$ cat src/rtl/machine_pkg.sv
// Shared definitions for the JK/D machine sequencer.
//  state_t : sequencer FSM encodings
//  S_W     : width of the machine state vector S
package machine_pkg;

  typedef enum logic [1:0] {
    IDLE  = 2'd0,
    CLEAR = 2'd1,
    RUN   = 2'd2,
    DONE  = 2'd3
  } state_t;

  localparam int S_W = 3;

endpackage

$ cat src/rtl/pattern_shifter.sv
// LEN-bit load / shift-right register. Bit 0 is the serial output, so a
// loaded pattern comes out LSB first, one bit per shift.
//  CLK, RESET : clock, async active-high reset
//  load       : capture din (wins over shift)
//  shift      : shift right by one, zero fill
//  din        : parallel load data
//  sout       : serial out (current bit 0)
module pattern_shifter #(
  parameter int LEN = 8
) (
  input  logic           CLK,
  input  logic           RESET,
  input  logic           load,
  input  logic           shift,
  input  logic [LEN-1:0] din,
  output logic           sout
);

  logic [LEN-1:0] sr;

  always_ff @(posedge CLK or posedge RESET) begin
    if (RESET)      sr <= '0;
    else if (load)  sr <= din;
    else if (shift) sr <= sr >> 1;
  end

  assign sout = sr[0];

endmodule

$ cat src/rtl/machine_run_ctrl.sv
// Sequencer for the 3-bit JK/D machine: holds it in reset, then shifts a
// LEN-bit pattern into x (LSB first), counting F=1 cycles, recording the
// first hit index and capturing the final S.
//  CLK, RESET           : clock, async active-high reset
//  start, abort         : run request (IDLE only) / synchronous abort
//  pattern              : stimulus, captured on an accepted start
//  m_F, m_S             : machine outputs
//  m_reset, m_x         : registered machine drives
//  busy, done           : CLEAR/RUN indicator, 1-cycle DONE pulse
//  hit_count, first_hit : F=1 count, first hit index (LEN if none)
//  hit_valid, final_S   : hit_count>0, S at the last RUN edge
module machine_run_ctrl
  import machine_pkg::*;
#(
  parameter int LEN = 8,
  parameter int CW  = 4
) (
  input  logic           CLK,
  input  logic           RESET,
  input  logic           start,
  input  logic           abort,
  input  logic [LEN-1:0] pattern,
  input  logic           m_F,
  input  logic [S_W-1:0] m_S,
  output logic           m_reset,
  output logic           m_x,
  output logic           busy,
  output logic           done,
  output logic [CW-1:0]  hit_count,
  output logic [CW-1:0]  first_hit,
  output logic           hit_valid,
  output logic [S_W-1:0] final_S
);

  state_t        state, nxt;
  logic [CW-1:0] cnt;
  logic          load, shift, sample, clr, last, sout;
  logic          m_reset_d, m_x_d, busy_d, done_d;

  assign last = (cnt == CW'(LEN - 1));

  pattern_shifter #(.LEN(LEN)) u_shift (
    .CLK   (CLK),
    .RESET (RESET),
    .load  (load),
    .shift (shift),
    .din   (pattern),
    .sout  (sout)
  );

  always_ff @(posedge CLK or posedge RESET) begin
    if (RESET) state <= IDLE;
    else       state <= nxt;
  end

  // Outputs are registered, so they are derived from the next state: the
  // machine sees m_reset/m_x for the whole of the cycle they belong to.
  always_comb begin
    nxt    = state;
    load   = 1'b0;
    sample = 1'b0;
    clr    = 1'b0;
    if (abort) begin
      nxt = IDLE;
    end else begin
      case (state)
        IDLE:  if (start) begin nxt = CLEAR; load = 1'b1; end
        CLEAR: begin nxt = RUN; clr = 1'b1; end
        RUN:   begin sample = 1'b1; if (last) nxt = DONE; end
        DONE:  nxt = IDLE;
        default: nxt = IDLE;
      endcase
    end
    // Entering RUN cycle k: present bit k and advance the shifter.
    shift     = (nxt == RUN);
    m_x_d     = (nxt == RUN) ? sout : 1'b0;
    m_reset_d = (nxt != RUN);
    busy_d    = (nxt == CLEAR) || (nxt == RUN);
    done_d    = (nxt == DONE);
  end

  always_ff @(posedge CLK or posedge RESET) begin
    if (RESET) begin
      m_reset <= 1'b1;
      m_x     <= 1'b0;
      busy    <= 1'b0;
      done    <= 1'b0;
    end else begin
      m_reset <= m_reset_d;
      m_x     <= m_x_d;
      busy    <= busy_d;
      done    <= done_d;
    end
  end

  // Bit counter and results. An aborting edge takes no sample, so partial
  // results reflect only fully completed RUN cycles.
  always_ff @(posedge CLK or posedge RESET) begin
    if (RESET) begin
      cnt       <= '0;
      hit_count <= '0;
      first_hit <= CW'(LEN);
      hit_valid <= 1'b0;
      final_S   <= '0;
    end else if (clr) begin
      cnt       <= '0;
      hit_count <= '0;
      first_hit <= CW'(LEN);
      hit_valid <= 1'b0;
    end else if (sample) begin
      if (!last) cnt <= cnt + 1'b1;
      if (m_F) begin
        if (hit_count != '1) hit_count <= hit_count + 1'b1;
        if (!hit_valid)      first_hit <= cnt;
        hit_valid <= 1'b1;
      end
      if (last) final_S <= m_S;
    end
  end

endmodule
$ cat config.mk
export PLATFORM = sky130hd
export DESIGN_NAME = machine_run_ctrl
export DESIGN_NICKNAME = d
export VERILOG_FILES = /design/src/rtl/machine_pkg.sv /design/src/rtl/pattern_shifter.sv /design/src/rtl/machine_run_ctrl.sv
export SDC_FILE = /design/constraint.sdc
export NUM_CORES = 1
export LEC_CHECK = 0
export ABC_AREA = 1
export CORE_ASPECT_RATIO = 0.7
export CORE_MARGIN = 1.5
export CORE_UTILIZATION = 40
export DETAILED_ROUTE_END_ITERATION = 8
export PLACE_DENSITY = 0.75
export SLEW_MARGIN = 15
export SYNTH_ARGS = -nofsm -noshare
export SYNTH_HDL_FRONTEND = slang
export SYNTH_SLANG_ARGS = --single-unit
$ cat constraint.sdc
create_clock -name CLK -period 5.4 [get_ports CLK]
set_input_delay 0.81 -clock CLK [delete_from_list [all_inputs] [get_ports CLK]]
set_output_delay 0.81 -clock CLK [all_outputs]
set_load 0.01 [all_outputs]
==> results.md, run 1 <==
- Post-synthesis adder-cell area fraction: 5.76%
- Clock power frac: 22.0%
- H-tree levels: 2
- Vias in the first global route: approximately 1100
- CP startpoint kind: input port
- Leakage: roughly 0.99 nW
- Slew of the pin with the lowest slew margin: about 0.38 ns
- Register area share after synthesis: 49.5%
- Status: completed
- Synthesized Nets: around 190
- Post-Synth XOR/XNOR Area: roughly 1.2%
- Core Footprint: between 3000 and 4000 µm²
- Drt drc: 0
- Max frequency: ~420 MHz
- Slew HR: 74.6%
- DIE WIDTH: between 70 and 80 µm
- Max-slew violations: 0
- Hold Vio Cnt, Final: 0
- Drt initial violations: roughly 100
- Post-synth cell types: 22
- First-pass GRT wire length: slightly below 5000 µm
- Pwr per Cell Area: approximately 420 nW/µm²
- Worst setup EP type: flop
- RSZ-0062 raised after global routing: false
- Gp weighted congestion: slightly below 0.8
- Input/output buffers: 31
- Global route total overflow: 0
- Root Buffer: clkbuf_8
- Slowest cell delay on critical path: roughly 0.48 ns
- Largest family of logic cells by synthesized area: simple AND/OR/NAND/NOR gates
- # IOs: 32
- Critical Path Sink: u_shift.sr[0]$_DFFE_PP0P_
- Mapped Cells: ~170
- Worst EP arrival: 2.52 ns
- P_int: roughly 0.00054 W
- Clk slew on worst S/H paths: roughly 0.060 ns
- Final setup vio count: 0
- Syn-to-layout area delta: 29.4%
- Synth Register Bits: 30
- EDFF count, synth: 0
- Setup TNS Final: 0 ns
- Vias: roughly 1200
- Die height: approximately 55 µm
- Most used cell, CP: nand3_1
- Sequential power share: 42.1%
- Switching power total: 0.000299 W
- CP required: approximately 5.6 ns
- Pre-antenna DRT Iters: 4
- Reg2Reg Depth: 10
- WS Path Type: input port to flop
- Skew-Pair Late Insertion Delay: between 0.2 and 0.3 ns
- Routed WL per cell: ~12 µm
- Clk buf depth: 2
- Via density: 4.78
- Reg-to-Reg End: u_shift.sr[0]$_DFFE_PP0P_
- Final ANT Viol Nets: 0
- Crit path max fanout: 9
- Sw Share: a little over a third
- Ys async rst share: 100%
- Ys Warns: 0
- Gate power share: around 36%
- Most common cell after layout, fill and taps aside: nand2_1
- Post-Synth Simple-Gate Area: 36.3%
- # nets final: around 230
- Final cycle utilization of the critical path: between 40 and 50%
- Filler cells: roughly 330
- Sum of routed wire length over all layers: approximately 3000 µm
- Num rows: 18
- CTS Hold Buffers Added: 0
- CTS tree: built
- Largest net degree at the start of global routing: 31
- Diodes inserted: 0
- Sink Count: 30
- Initial Util: 42.5%
- Mapped Avg Cell Area: slightly above 9 µm²
- Number of gates resized after CTS: 0
- Tot Pwr: ~0.00084 W
- Yosys top cell area share: a little under half
- Largest area contributor in the synthesized netlist: dfrtp_1
- Slowest-stage cell, CP: clkdlybuf4s50_1
- Post-synthesis mux area share: 0%
- CP startpoint: abort
- Total GRT Usage: approximately 15%
- Top cells by area, synth: dfrtp_1 46%, nand2_1 12%, nand3_1 11%
- Tmin final: between 2 and 2.5 ns
- Hold crit path type: flop to flop
- Post-synthesis compound-gate area fraction: between 1 and 1.5%
- Cell Chain, Critical Path: clkdlybuf4s50_1, nor2_1, ha_1, clkinv_1, nand3_1, nand3_1
- Most frequent cells in the layout: 49 x nand2_1, 33 x nand3_1, 31 x clkdlybuf4s50_1
- HPWL after DPL: approximately 2100 µm
- Post-CTS Setup Bufs: 0
- DIE AREA: roughly 4200 µm²
- Mapped cell area: roughly 1500 µm²
- Reg2Reg Setup Slack: approximately 3.3 ns
- Initial antenna violation count: 0
- VDD IR-drop max: approximately 0.23 mV
- Layout cells sized above 1: 13.2%
- CTS buffer count: 5
- Worst reg2reg path startpoint: cnt[0]$_DFFE_PP0P_
- Worst clock skew: about 0.0043 ns
- Max-cap violation count: 0
- Ys flop type: dfrtp_1
[cells in the mapped netlist (2+ instances only)]
| master | number |
|---|---|
| inv_1 | 12 |
| nor2_2 | 3 |
| ha_1 | 7 |
| nor2_1 | 5 |
| nand3_1 | 33 |
| a21oi_1 | 3 |
| nand3_4 | 2 |
| nand2_4 | 2 |
| dfstp_2 | 2 |
| xor2_1 | 2 |
| inv_4 | 2 |
| nand4_1 | 4 |
| dfrtp_1 | 28 |
| nand2_1 | 49 |
| buf_4 | 2 |
| nor2_4 | 5 |
| buf_2 | 2 |
[cells by family after synthesis]
logic type	count (synthesis)
xor gates and xnor gates	2
AOI/OAI and AO/OA	4
adders and majority gates	7
and+or+nand+nor	105
DFF	30
buffers and inverters	20
[per-stage QoR]
| step | std cells | worst slack (ns) | instance area (µm²) | hold slack, ns | util, % |
|---|---|---|---|---|---|
| CTS | 254 | 3.04 | 1970 | 0.468 | 55.0 |
| global route | 254 | 2.84 | 1970 | 0.489 | 55.0 |
| floorplan | 168 | 3.60 | 1520 | 0.437 | - |
| detailed placement | 246 | 2.77 | 1880 | 0.459 | 52.4 |
| finish | 254 | 3.04 | 1970 | 0.467 | 55.0 |
| global placement | 246 | 2.86 | 1880 | 0.456 | 52.4 |
[power by group through the flow]
stage	logic (W)	registers (W)	clock network [W]
floorplan	0.000189	0.000357	0
global placement	0.000290	0.000355	0
detailed placement	0.000301	0.000354	0
CTS	0.000304	0.000351	0.000187
global route	0.000335	0.000362	0.000198
finish	0.000301	0.000352	0.000184
[sequential cells by signal, summed over array words and instances, names as in the netlist]
name and cells:
u_shift.sr 8, cnt 4, first_hit 4, hit_count 4, final_S 3, state 2
busy 1, done 1, hit_valid 1, m_reset 1, m_x 1
[worst min path at each step]
stage               slack, ns                       end                      start  cells after the start
floorplan                0.44             m_x$_DFF_PP0_  u_shift.sr[0]$_DFFE_PP0P_                      2
global placement         0.46  first_hit[3]$_DFFE_PP1P_   first_hit[3]$_DFFE_PP1P_                      2
detailed placement       0.46  first_hit[3]$_DFFE_PP1P_   first_hit[3]$_DFFE_PP1P_                      2
CTS                      0.47  first_hit[3]$_DFFE_PP1P_   first_hit[3]$_DFFE_PP1P_                      2
global route             0.49  first_hit[3]$_DFFE_PP1P_   first_hit[3]$_DFFE_PP1P_                      2
finish                   0.47  first_hit[1]$_DFFE_PP0P_   first_hit[1]$_DFFE_PP0P_                      2
[routing by layer]
layer,wire length [µm],vias up,GRT usage (%)
li1,-,614,-
met2,1320,25,22.1
met5,0,-,0
met3,123,7,4.83
met4,63,0,8.33
met1,1480,567,21.1
[worst max-delay path, delay by kind of cell]
kind                     cells  cell delay, ns
buffers and inverters        2            0.80
AND/OR/NAND/NOR              3            0.51
adder cells (fa/ha/maj)      1            0.40
[area by class of cell]
type	instances	area [µm²]	share of cell area, %
Inverter	16	65.1	3.31
Tap cell	50	62.6	3.18
Sequential cell	30	753	38.3
Clock inverter	1	5.00	0.254
Multi-Input combinational cell	118	678	34.5
Clock buffer	7	86.3	4.39
Timing Repair Buffer	32	318	16.1
Power figures use the tool's default switching activity.
==> inputs of run 2 (changes only) <==
--- a/config.mk
+++ b/config.mk
@@ -10,7 +10,7 @@
 export CORE_MARGIN = 1.5
 export CORE_UTILIZATION = 40
 export DETAILED_ROUTE_END_ITERATION = 8
-export PLACE_DENSITY = 0.75
+export PLACE_DENSITY = 0.78
 export SLEW_MARGIN = 15
 export SYNTH_ARGS = -nofsm -noshare
 export SYNTH_HDL_FRONTEND = slang
==> constraint.sdc (replaced) <==
create_clock -name CLK -period 2.1 [get_ports CLK]
set_input_delay 0.315 -clock CLK [delete_from_list [all_inputs] [get_ports CLK]]
set_output_delay 0.315 -clock CLK [all_outputs]
set_load 0.01 [all_outputs]
==> results.md, run 2 (synthesized netlist as in run 1, its figures left out) <==
- Initial Util: 42.5% (unchanged)
- Final ANT Viol Nets: 0 (unchanged)
- CP required: 2.25 ns (-3.32 ns)
- Total GRT Usage: 14.9% (-0.54 points)
- DIE AREA: 4190 µm² (unchanged)
- Diodes inserted: 0 (unchanged)
- Tmin final: roughly 1.9 ns
- Clk slew on worst S/H paths: 0.06 ns (about the same)
- CTS tree: built
- # nets final: 227 (+0.44%)
- Root Buffer: clkbuf_8
- Worst EP arrival: 2.01 ns (-0.51 ns)
- Cell Chain, Critical Path: ha_1, nand3_1, nand2_1, nand2_1, nand2_1, nand2_1, ha_1, clkinv_1, nand3_1, nand3_1
- CTS Hold Buffers Added: 0 (unchanged)
- Global route total overflow: 0 (unchanged)
- Pwr per Cell Area: 1070 nW/µm² (+150%)
- Slew HR: 75.6% (+1.0 points)
- Placed Cells: 247 (+0.41%)
- Reg2Reg Setup Slack: 0.24 ns (-3.02 ns)
- Syn-to-layout area delta: 29.1%
- Setup TNS Final: 0 ns (unchanged)
- Post-Layout Cell Count: 255 (+0.39%)
- HPWL after DPL: 2040 µm (-1.5%)
- DIE WIDTH: 76.7 µm (unchanged)
- Post-route cell area: 1960 µm² (-0.19%)
- Number of gates resized after CTS: 0 (unchanged)
- Worst reg2reg path startpoint: cnt[0]$_DFFE_PP0P_
- Leakage: 0.987 nW (-0.35%)
- Hold Vio Cnt, Final: 0 (unchanged)
- Slew of the pin with the lowest slew margin: 0.366 ns (-0.0154 ns)
- Via density: 4.74 (-0.80%)
- Clk buf depth: 2 (unchanged)
- Most frequent cells in the layout: 49 x nand2_1, 33 x nand3_1, 31 x clkdlybuf4s50_1
- Area post-placement: 1880 µm² (+0.40%)
- Vias: 1208 (-0.41%)
- Input/output buffers: 31 (unchanged)
- Final setup vio count: 0 (unchanged)
- Gp weighted congestion: 0.798 (+0.21%)
- H-tree levels: 2 (unchanged)
- Worst setup EP type: flop
- VDD IR-drop max: 0.573 mV (+140%)
- Reg-to-Reg End: u_shift.sr[0]$_DFFE_PP0P_
- Max-cap violation count: 0 (unchanged)
- Core Footprint: 3580 µm² (unchanged)
- Most used cell, CP: nand2_1
- Num rows: 18 (unchanged)
- First-pass GRT wire length: 4730 µm (-1.9%)
- WS Path Type: flop to flop
- # IOs: 32 (unchanged)
- Bufs and invs on worst path: 1 (-1)
- Largest net degree at the start of global routing: 31 (unchanged)
- Sum of routed wire length over all layers: 2770 µm (-7.3%)
- Final cycle utilization of the critical path: roughly 89%
- Sink Count: 30 (unchanged)
- Die height: 54.6 µm (unchanged)
- Layout cells sized above 1: 12.7% (-0.55 points)
- Status: completed
- Cell family contributing the most delay on the critical path: simple AND/OR/NAND/NOR gates
- RSZ-0062 raised after global routing: false
- Worst clock skew: 0.00936 ns (+0.00503 ns)
- Reg with most FFs: u_shift.sr
- Post-CTS Setup Bufs: 0 (unchanged)
- Tot Pwr: 0.00210 W (+150%)
- Most common cell after layout, fill and taps aside: nand2_1
- Final hold slack: 0.409 ns (-0.0570 ns)
- Max-slew violations: 0 (unchanged)
- Reg2Reg Depth: 10 (unchanged)
- Max reg flops: 8 (unchanged)
- Vias in the first global route: 1039 (-2.9%)
- Initial antenna violation count: 0 (unchanged)
- Slowest cell delay on critical path: 0.43 ns (-0.05 ns)
- Pre-antenna DRT Iters: 4 (unchanged)
- Hold crit path type: input port to asynchronous set/reset pin
- Crit path max fanout: 9 (unchanged)
- Slowest-stage cell, CP: dfrtp_1
- Skew-Pair Late Insertion Delay: 0.28 ns (about the same)
- Drt initial violations: 97 (-4.0%)
- CP startpoint kind: flop
- Max frequency: between 500 and 600 MHz
- Routed WL per cell: 10.9 µm (-7.7%)
- Drt drc: 0 (unchanged)
- CTS buffer count: 5 (unchanged)
## run 2: cell types whose count changed in the layout (fill, tap and decap cells not counted)
cell | before | now
buf_4 | 1 | 2
clkbuf_1 | 1 | 3
clkbuf_8 | 6 | 5
clkinv_2 | 1 | 0
## run 2: report_power, final
group	internal (W)	switching, W	leakage (nW)
clock	0.000235	0.000195	0.0395
combinational	0.000352	0.000416	0.554
sequential	0.000770	0.000136	0.393
## run 2: how the worst max path moves through the flow
stage                            start                   endpoint  cells past startpoint  slack [ns]
floorplan           cnt[0]$_DFFE_PP0P_  u_shift.sr[3]$_DFFE_PP0P_                     11        0.37
global placement                 start  u_shift.sr[0]$_DFFE_PP0P_                      8        0.28
detailed placement               start  u_shift.sr[4]$_DFFE_PP0P_                      8        0.21
CTS                 cnt[0]$_DFFE_PP0P_  u_shift.sr[0]$_DFFE_PP0P_                     10        0.24
global route        cnt[0]$_DFFE_PP0P_  u_shift.sr[0]$_DFFE_PP0P_                     10        0.02
finish              cnt[0]$_DFFE_PP0P_  u_shift.sr[0]$_DFFE_PP0P_                     10        0.24
## run 2: area by class of cell
type                    instances  area, µm²
clock buffers                   8       80.1
fillers                       321       1620
inverters                      16       65.1
multi-input cells             118        678
flip-flops and latches         30        753
well taps                      50       62.6
repair buffers                 33        325
## run 2: per-stage QoR
| stage | worst slack, ns | utilization (%) |
|---|---|---|
| detailed placement | 0.214 | 52.6 |
| CTS | 0.240 | 54.9 |
| floorplan | 0.367 | - |
| global placement | 0.282 | 52.6 |
| finish | 0.240 | 54.9 |
| global route | 0.0202 | 54.9 |
## run 2: worst min-delay path, delay by kind of cell
kind / cells / cell delay [ns]
buffers and inverters: 3 / 0.78
## run 2: metal layers
metal  wire length (µm)  part of all wire [%]  track usage (%)
met5                  0                     0                0
met4                 51                   1.8             7.41
met3                130                   4.7             4.50
met2               1170                    42             21.5
met1               1420                    51             20.6
==> inputs of run 3 (changes only) <==
--- a/config.mk
+++ b/config.mk
@@ -11,6 +11,7 @@
 export CORE_UTILIZATION = 40
 export DETAILED_ROUTE_END_ITERATION = 8
 export PLACE_DENSITY = 0.78
+export SKIP_LAST_GASP = 1
 export SLEW_MARGIN = 15
 export SYNTH_ARGS = -nofsm -noshare
 export SYNTH_HDL_FRONTEND = slang
==> results of run 3 <==
Final layout, timing and power as in run 2 (identical DEF).
